$ cat src/rtl/csi_packet_arbiter_pkg.sv
// Shared CSI-2 definitions for the packet arbiter: default packet limit,
// arbiter state encoding and the source-id type.
package csi_packet_arbiter_pkg;

  localparam int CSI_MAX_PKT_BYTES = 4096;
  localparam int CSI_MAX_SRC       = 8;

  typedef enum logic [1:0] {
    ST_IDLE  = 2'd0,
    ST_XFER  = 2'd1,
    ST_DRAIN = 2'd2
  } arb_state_t;

  // Wide enough for the largest supported source count.
  typedef logic [2:0] src_id_t;

  function automatic src_id_t next_src(input src_id_t id, input int n_src);
    if (int'(id) >= n_src - 1) return '0;
    return id + 3'd1;
  endfunction

endpackage

$ cat src/rtl/csi_packet_arbiter_rr_select.sv
// Combinational round-robin picker: first requester at or after rr_ptr,
// searching cyclically.
module csi_rr_select #(
  parameter int N_SRC = 2,
  parameter int SID_W = 1
) (
  input  logic [N_SRC-1:0] req,
  input  logic [SID_W-1:0] rr_ptr,
  output logic [SID_W-1:0] grant,
  output logic             found
);

  int               sum;
  logic [SID_W-1:0] idx;

  // Walk from the farthest offset down so the nearest requester wins last.
  always_comb begin
    grant = '0;
    found = 1'b0;
    sum   = 0;
    idx   = '0;
    for (int k = N_SRC - 1; k >= 0; k--) begin
      sum = int'(rr_ptr) + k;
      if (sum >= N_SRC) sum = sum - N_SRC;
      idx = SID_W'(sum);
      if (req[idx]) begin
        grant = idx;
        found = 1'b1;
      end
    end
  end

endmodule

$ cat src/rtl/csi_packet_arbiter.sv
// Packet-atomic round-robin arbiter sharing one CSI-2 byte stream between
// N_SRC packet sources, with maximum-length truncation and completion report.
//
//   state    | meaning
//   ---------+-------------------------------------------------------------
//   ST_IDLE  | no grant; pick next requester when enabled (one bubble)
//   ST_XFER  | granted source streams bytes to the FIFO until out_last
//   ST_DRAIN | packet was truncated; swallow the source's tail to src_last
module csi_packet_arbiter
  import csi_packet_arbiter_pkg::*;
#(
  parameter int N_SRC         = 2,
  parameter int MAX_PKT_BYTES = CSI_MAX_PKT_BYTES,
  parameter int CNT_W         = $clog2(MAX_PKT_BYTES + 1),
  localparam int SID_W        = (N_SRC > 1) ? $clog2(N_SRC) : 1
) (
  input  logic               clk,
  input  logic               rst_n,
  input  logic               enable,
  input  logic [N_SRC-1:0]   src_valid,
  input  logic [8*N_SRC-1:0] src_data,
  input  logic [N_SRC-1:0]   src_last,
  output logic [N_SRC-1:0]   src_ready,
  output logic               out_valid,
  output logic [7:0]         out_data,
  output logic               out_last,
  input  logic               out_ready,
  output logic [SID_W-1:0]   out_src_id,
  output logic               pkt_done,
  output logic [CNT_W-1:0]   pkt_len,
  output logic               oversize_err
);

  arb_state_t       state_q, state_d;
  logic [SID_W-1:0] rr_ptr_q, rr_ptr_d;
  logic [SID_W-1:0] grant_q, grant_d;
  logic [CNT_W-1:0] byte_cnt_q, byte_cnt_d;
  logic [CNT_W-1:0] pkt_len_q, pkt_len_d;
  logic             pkt_done_q, pkt_done_d;
  logic             oversize_err_q, oversize_err_d;

  logic [SID_W-1:0] sel_idx;
  logic             sel_found;
  logic             g_valid, g_last, trunc, hs;
  logic [7:0]       g_data;

  csi_rr_select #(
    .N_SRC (N_SRC),
    .SID_W (SID_W)
  ) u_rr_select (
    .req    (src_valid),
    .rr_ptr (rr_ptr_q),
    .grant  (sel_idx),
    .found  (sel_found)
  );

  assign g_valid = src_valid[grant_q];
  assign g_last  = src_last[grant_q];
  assign g_data  = src_data[{grant_q, 3'b000} +: 8];
  assign trunc   = (byte_cnt_q == CNT_W'(MAX_PKT_BYTES - 1)) & ~g_last;

  always_comb begin
    out_valid = 1'b0;
    out_data  = '0;
    out_last  = 1'b0;
    src_ready = '0;
    case (state_q)
      ST_XFER: begin
        out_valid          = g_valid;
        out_data           = g_data;
        out_last           = g_last | trunc;
        src_ready[grant_q] = out_ready;
      end
      ST_DRAIN: src_ready[grant_q] = 1'b1;
      default: ;
    endcase
  end

  assign hs = out_valid & out_ready;

  always_comb begin
    state_d        = state_q;
    rr_ptr_d       = rr_ptr_q;
    grant_d        = grant_q;
    byte_cnt_d     = byte_cnt_q;
    pkt_len_d      = pkt_len_q;
    pkt_done_d     = 1'b0;
    oversize_err_d = 1'b0;
    case (state_q)
      ST_IDLE: begin
        if (enable && sel_found) begin
          grant_d    = sel_idx;
          byte_cnt_d = '0;
          state_d    = ST_XFER;
        end
      end
      ST_XFER: begin
        if (hs) begin
          byte_cnt_d = byte_cnt_q + 1'b1;
          if (out_last) begin
            pkt_len_d      = byte_cnt_q + 1'b1;
            pkt_done_d     = 1'b1;
            oversize_err_d = trunc;
            rr_ptr_d       = SID_W'(next_src(src_id_t'(grant_q), N_SRC));
            state_d        = trunc ? ST_DRAIN : ST_IDLE;
          end
        end
      end
      ST_DRAIN: begin
        if (g_valid && g_last) state_d = ST_IDLE;
      end
      default: state_d = ST_IDLE;
    endcase
  end

  always_ff @(posedge clk or negedge rst_n) begin
    if (!rst_n) begin
      state_q        <= ST_IDLE;
      rr_ptr_q       <= '0;
      grant_q        <= '0;
      byte_cnt_q     <= '0;
      pkt_len_q      <= '0;
      pkt_done_q     <= 1'b0;
      oversize_err_q <= 1'b0;
    end else begin
      state_q        <= state_d;
      rr_ptr_q       <= rr_ptr_d;
      grant_q        <= grant_d;
      byte_cnt_q     <= byte_cnt_d;
      pkt_len_q      <= pkt_len_d;
      pkt_done_q     <= pkt_done_d;
      oversize_err_q <= oversize_err_d;
    end
  end

  assign out_src_id   = grant_q;
  assign pkt_len      = pkt_len_q;
  assign pkt_done     = pkt_done_q;
  assign oversize_err = oversize_err_q;

endmodule

$ cat config.mk
export PLATFORM = sky130hd
export DESIGN_NAME = csi_packet_arbiter
export DESIGN_NICKNAME = d
export VERILOG_FILES = /design/src/rtl/csi_packet_arbiter_pkg.sv /design/src/rtl/csi_packet_arbiter_rr_select.sv /design/src/rtl/csi_packet_arbiter.sv
export SDC_FILE = /design/constraint.sdc
export NUM_CORES = 1
export LEC_CHECK = 0
export BUFFER_PORTS_ARGS = -buffer_cell sky130_fd_sc_hd__buf_2
export CORE_ASPECT_RATIO = 0.75
export CORE_UTILIZATION = 55
export CTS_CLUSTER_DIAMETER = 120
export DETAILED_ROUTE_END_ITERATION = 12
export PLACE_DENSITY_LB_ADDON = 0.08
export RECOVER_POWER = 50
export SETUP_SLACK_MARGIN = 0.05
export SLEW_MARGIN = 10
export SYNTH_ARGS = -nofsm -noshare
export SYNTH_HDL_FRONTEND = slang
export SYNTH_SLANG_ARGS = --single-unit
$ cat constraint.sdc
create_clock -name clk -period 5.55 [get_ports clk]
set_input_delay 0.555 -clock clk [delete_from_list [all_inputs] [get_ports clk]]
set_output_delay 0.555 -clock clk [all_outputs]
set_load 0.005 [all_outputs]
==> flow_summary.json <==
{
  "status": "finished with violations",
  "violations": "DRC, capacitance limit, slew limit",
  "routed_via_density": 5.80,
  "routed_wl_mm": 4.18,
  "use_met3_pct": 5.33,
  "min-delay-start": "pkt_len[2]$_DFFE_PN0P_",
  "gp_congestion": 0.858,
  "grt_start_max_net_pins": 33,
  "cp-end-kind": "output pin",
  "die_area_sq_um": 3770,
  "synth_top_cell_by_area": "dfrtp_1",
  "synthesis.nets": 223,
  "ant_nets": 0,
  "period_minus_slack_ns": 2.78,
  "cts_resized": 0,
  "slew_headroom_pct": -12.7,
  "power_density_nw_per_um2": 461,
  "yosysTopAreaCellShare_pct": 41.3,
  "htree_levels": 2,
  "arrival_ns": 2.22,
  "io_pins": 52,
  "grt-busiest-layer": "met2",
  "grt.met1_usage_pct": 29.4,
  "hold_end": "pkt_len[2]$_DFFE_PN0P_",
  "drt-pass1-iter-count": 8,
  "p_leak_uw": 0.00106,
  "min_path_cells": 1,
  "clk_root_buffer_cell": "clkbuf_8",
  "fin_area_sq_um": 2250,
  "fill_cells": 280,
  "placed_area_sq_um": 2180,
  "cts_hold_buf": 0,
  "peakVddDrop_v": 0.000249,
  "worst_pin_slew_ns": 1.69,
  "synth_area_leaders": "dfrtp_1, mux2i_1, mux2_4",
  "track_usage_pct": 23.7,
  "drive_above_1_share_pct": 28.7,
  "use_met2_pct": 40.8,
  "avgRoutedWirePerCell_um": 14.7,
  "clock_latency_ns": 0.29,
  "synth_warnings": 0,
  "dpl.hpwl_mm": 3.11,
  "antenna_found_initial": 0,
  "cts_buffer_depth": 2,
  "antenna_cells": 0,
  "drv_slew": 33,
  "cp_slowest_cell": "clkinv_1",
  "ys_async_sr_fraction_pct": 100,
  "final_nets": 272,
  "synth-edff-count": 0,
  "synthCells": 195,
  "drt_iter0_drc": 110,
  "dpl.cell_count": 277,
  "crit_path_max_fanout": 17,
  "cts_setup_buffers": 0,
  "setup_tns_ns": 0,
  "rsz0062_at_grt": "false",
  "die_y_um": 53.4,
  "maxCapViolCount": 1,
  "overflow": 0,
  "fin_skew_ns": 0.00522,
  "vias": 1646,
  "r2r_cells": 6,
  "grt_pass1_vias": 1456,
  "worst-r2r-setup-slack_ns": 2.79,
  "port-buffer-count": 51,
  "ys_seq_elements": 32,
  "core-area_sq_um": 3330,
  "cts_sinks": 32,
  "worstSetupPathType": "reg -> out",
  "rr_endpoint": "pkt_len[1]$_DFFE_PN0P_",
  "avgSynthCellArea_sq_um": 9.95,
  "cts.clk_slew.worst_paths_ns": 0.06,
  "worst_setup_path_start_kind": "flop",
  "synth.distinct_cells": 47,
  "critPathRequiredTime_ns": 4.99,
  "cts_tree": "done",
  "synth-main-ff-cell": "dfrtp_1",
  "seq_area_frac_synth_pct": 41.3,
  "area_delta_synth_final_pct": 16.0,
  "die_width_um": 70.6,
  "start_util_pct": 58.2,
  "fmax_ghz": 0.360,
  "setup_viol_count_final": 0,
  "min_period_over_period_pct": 50.0,
  "timing.rr.start": "state_q[1]$_DFFE_PN0P_",
  "path_cells": "inv_1 -> ha_1 -> clkinv_1 -> nor2_1 -> buf_2",
  "cts_buffers": 5,
  "cpPeakStageDelay_ns": 0.56,
  "hold_path.class": "reg -> reg",
  "hold_viol": 0,
  "drcViolationCount": 4,
  "rows": 18,
  "syn_area_sq_um": 1940,
  "fin_util_pct": 67.5,
  "final_cells": 284,
  "grt_first_pass_wirelength_mm": 6.60
}
==> metrics by stage <==
stage                     hold WS, ns  setup WS, ns  total power [uW]
after global placement          0.485          2.91               853
after CTS                       0.336          2.76              1040
final                           0.503          2.77              1040
after global routing            0.508          2.55              1110
after floorplan                 0.259          3.64               728
after detailed placement        0.492          2.80               875
==> cells by family (layout without fill, tap and decap cells) <==
kind of cell	after synthesis	after routing	synth area share, %
mux	23	23	14.3
xor+xnor	9	9	4.06
flops	32	32	41.3
compound gates	42	42	15.3
buf+inv	24	73	6.32
simple gates	61	61	16.1
fa+ha+maj	4	4	2.58
==> where the power goes <==
part           internal (uW)  switching [uW]  total [uW]
Clock                   85.0            82.3         167
Sequential               313            90.8         404
Combinational            226             240         466
==> cells in the mapped netlist, types with 2 or more instances <==
library cell	instances
o2bb2ai_1	4
nand2b_1	2
buf_4	2
nor3_1	6
mux2_2	5
or3_1	2
a31oi_1	2
inv_1	14
nand4_1	2
nand3b_1	4
nand3_1	6
dfrtp_1	32
nor2_1	15
clkbuf_1	4
xnor2_1	5
mux2i_1	11
xor2_1	4
o311ai_0	2
mux2_4	5
o221ai_1	5
o21a_1	3
nor4_1	2
nand2_1	16
o21ai_0	15
o22ai_1	2
ha_1	4
==> routing by layer <==
| metal | vias up | wire length (um) | part of all wire, % |
|---|---|---|---|
| met5 | - | 0 | 0 |
| met1 | 780 | 1910 | 46 |
| met4 | 0 | 35 | 0.84 |
| met3 | 6 | 227 | 5.4 |
| li1 | 799 | - | - |
| met2 | 61 | 2010 | 48 |
==> how the worst max path moves through the flow <==
stage	startpoint	end	slack, ns	cells past startpoint
floorplan	byte_cnt_q[0]$_DFFE_PN0P_	pkt_len[10]$_DFFE_PN0P_	3.64	7
global placement	state_q[1]$_DFFE_PN0P_	byte_cnt_q[4]$_DFFE_PN0P_	2.91	6
detailed placement	state_q[1]$_DFFE_PN0P_	pkt_len[1]$_DFFE_PN0P_	2.80	6
CTS	state_q[1]$_DFFE_PN0P_	out_data[2]	2.76	5
global route	state_q[1]$_DFFE_PN0P_	out_data[2]	2.55	5
finish	state_q[1]$_DFFE_PN0P_	out_data[2]	2.77	5
==> cell usage in the layout (no fill, tap or decap), types with 3 or more instances in the layout <==
cell type  instances
nand2_1           16
o221ai_1           5
nor3_1             6
clkbuf_8           5
buf_2             46
clkbuf_1           6
xnor2_1            5
inv_1             14
o2bb2ai_1          4
nand3b_1           4
nor2_1            15
o21a_1             3
mux2_2             5
xor2_1             4
ha_1               4
mux2i_1           11
o21ai_0           15
mux2_4             5
dfrtp_1           32
nand3_1            6
==> critical path: cells and delay by family, from the launching register on <==
family,cells,cell delay [ns]
buf+inv,3,0.79
simple gates,1,0.22
flops,1,0.40
fa+ha+maj,1,0.52
==> layout make-up <==
type | instances | area (sq um) | area share [%]
clock buffer | 6 | 72.6 | 3.22
sequential | 32 | 801 | 35.6
inverter | 15 | 56.3 | 2.50
tap | 40 | 50.0 | 2.22
multi-input combinational | 139 | 1020 | 45.2
timing repair buffer | 51 | 249 | 11.1
clock inverter | 1 | 5.00 | 0.222
==> sequential cells by signal, summed over array words and instances (netlist names) <==
signal        cells
rr_ptr_q          1
oversize_err      1
pkt_done          1
pkt_len          13
byte_cnt_q       13
state_q           2
out_src_id        1
No activity file was read; power rests on OpenSTA's default activity.
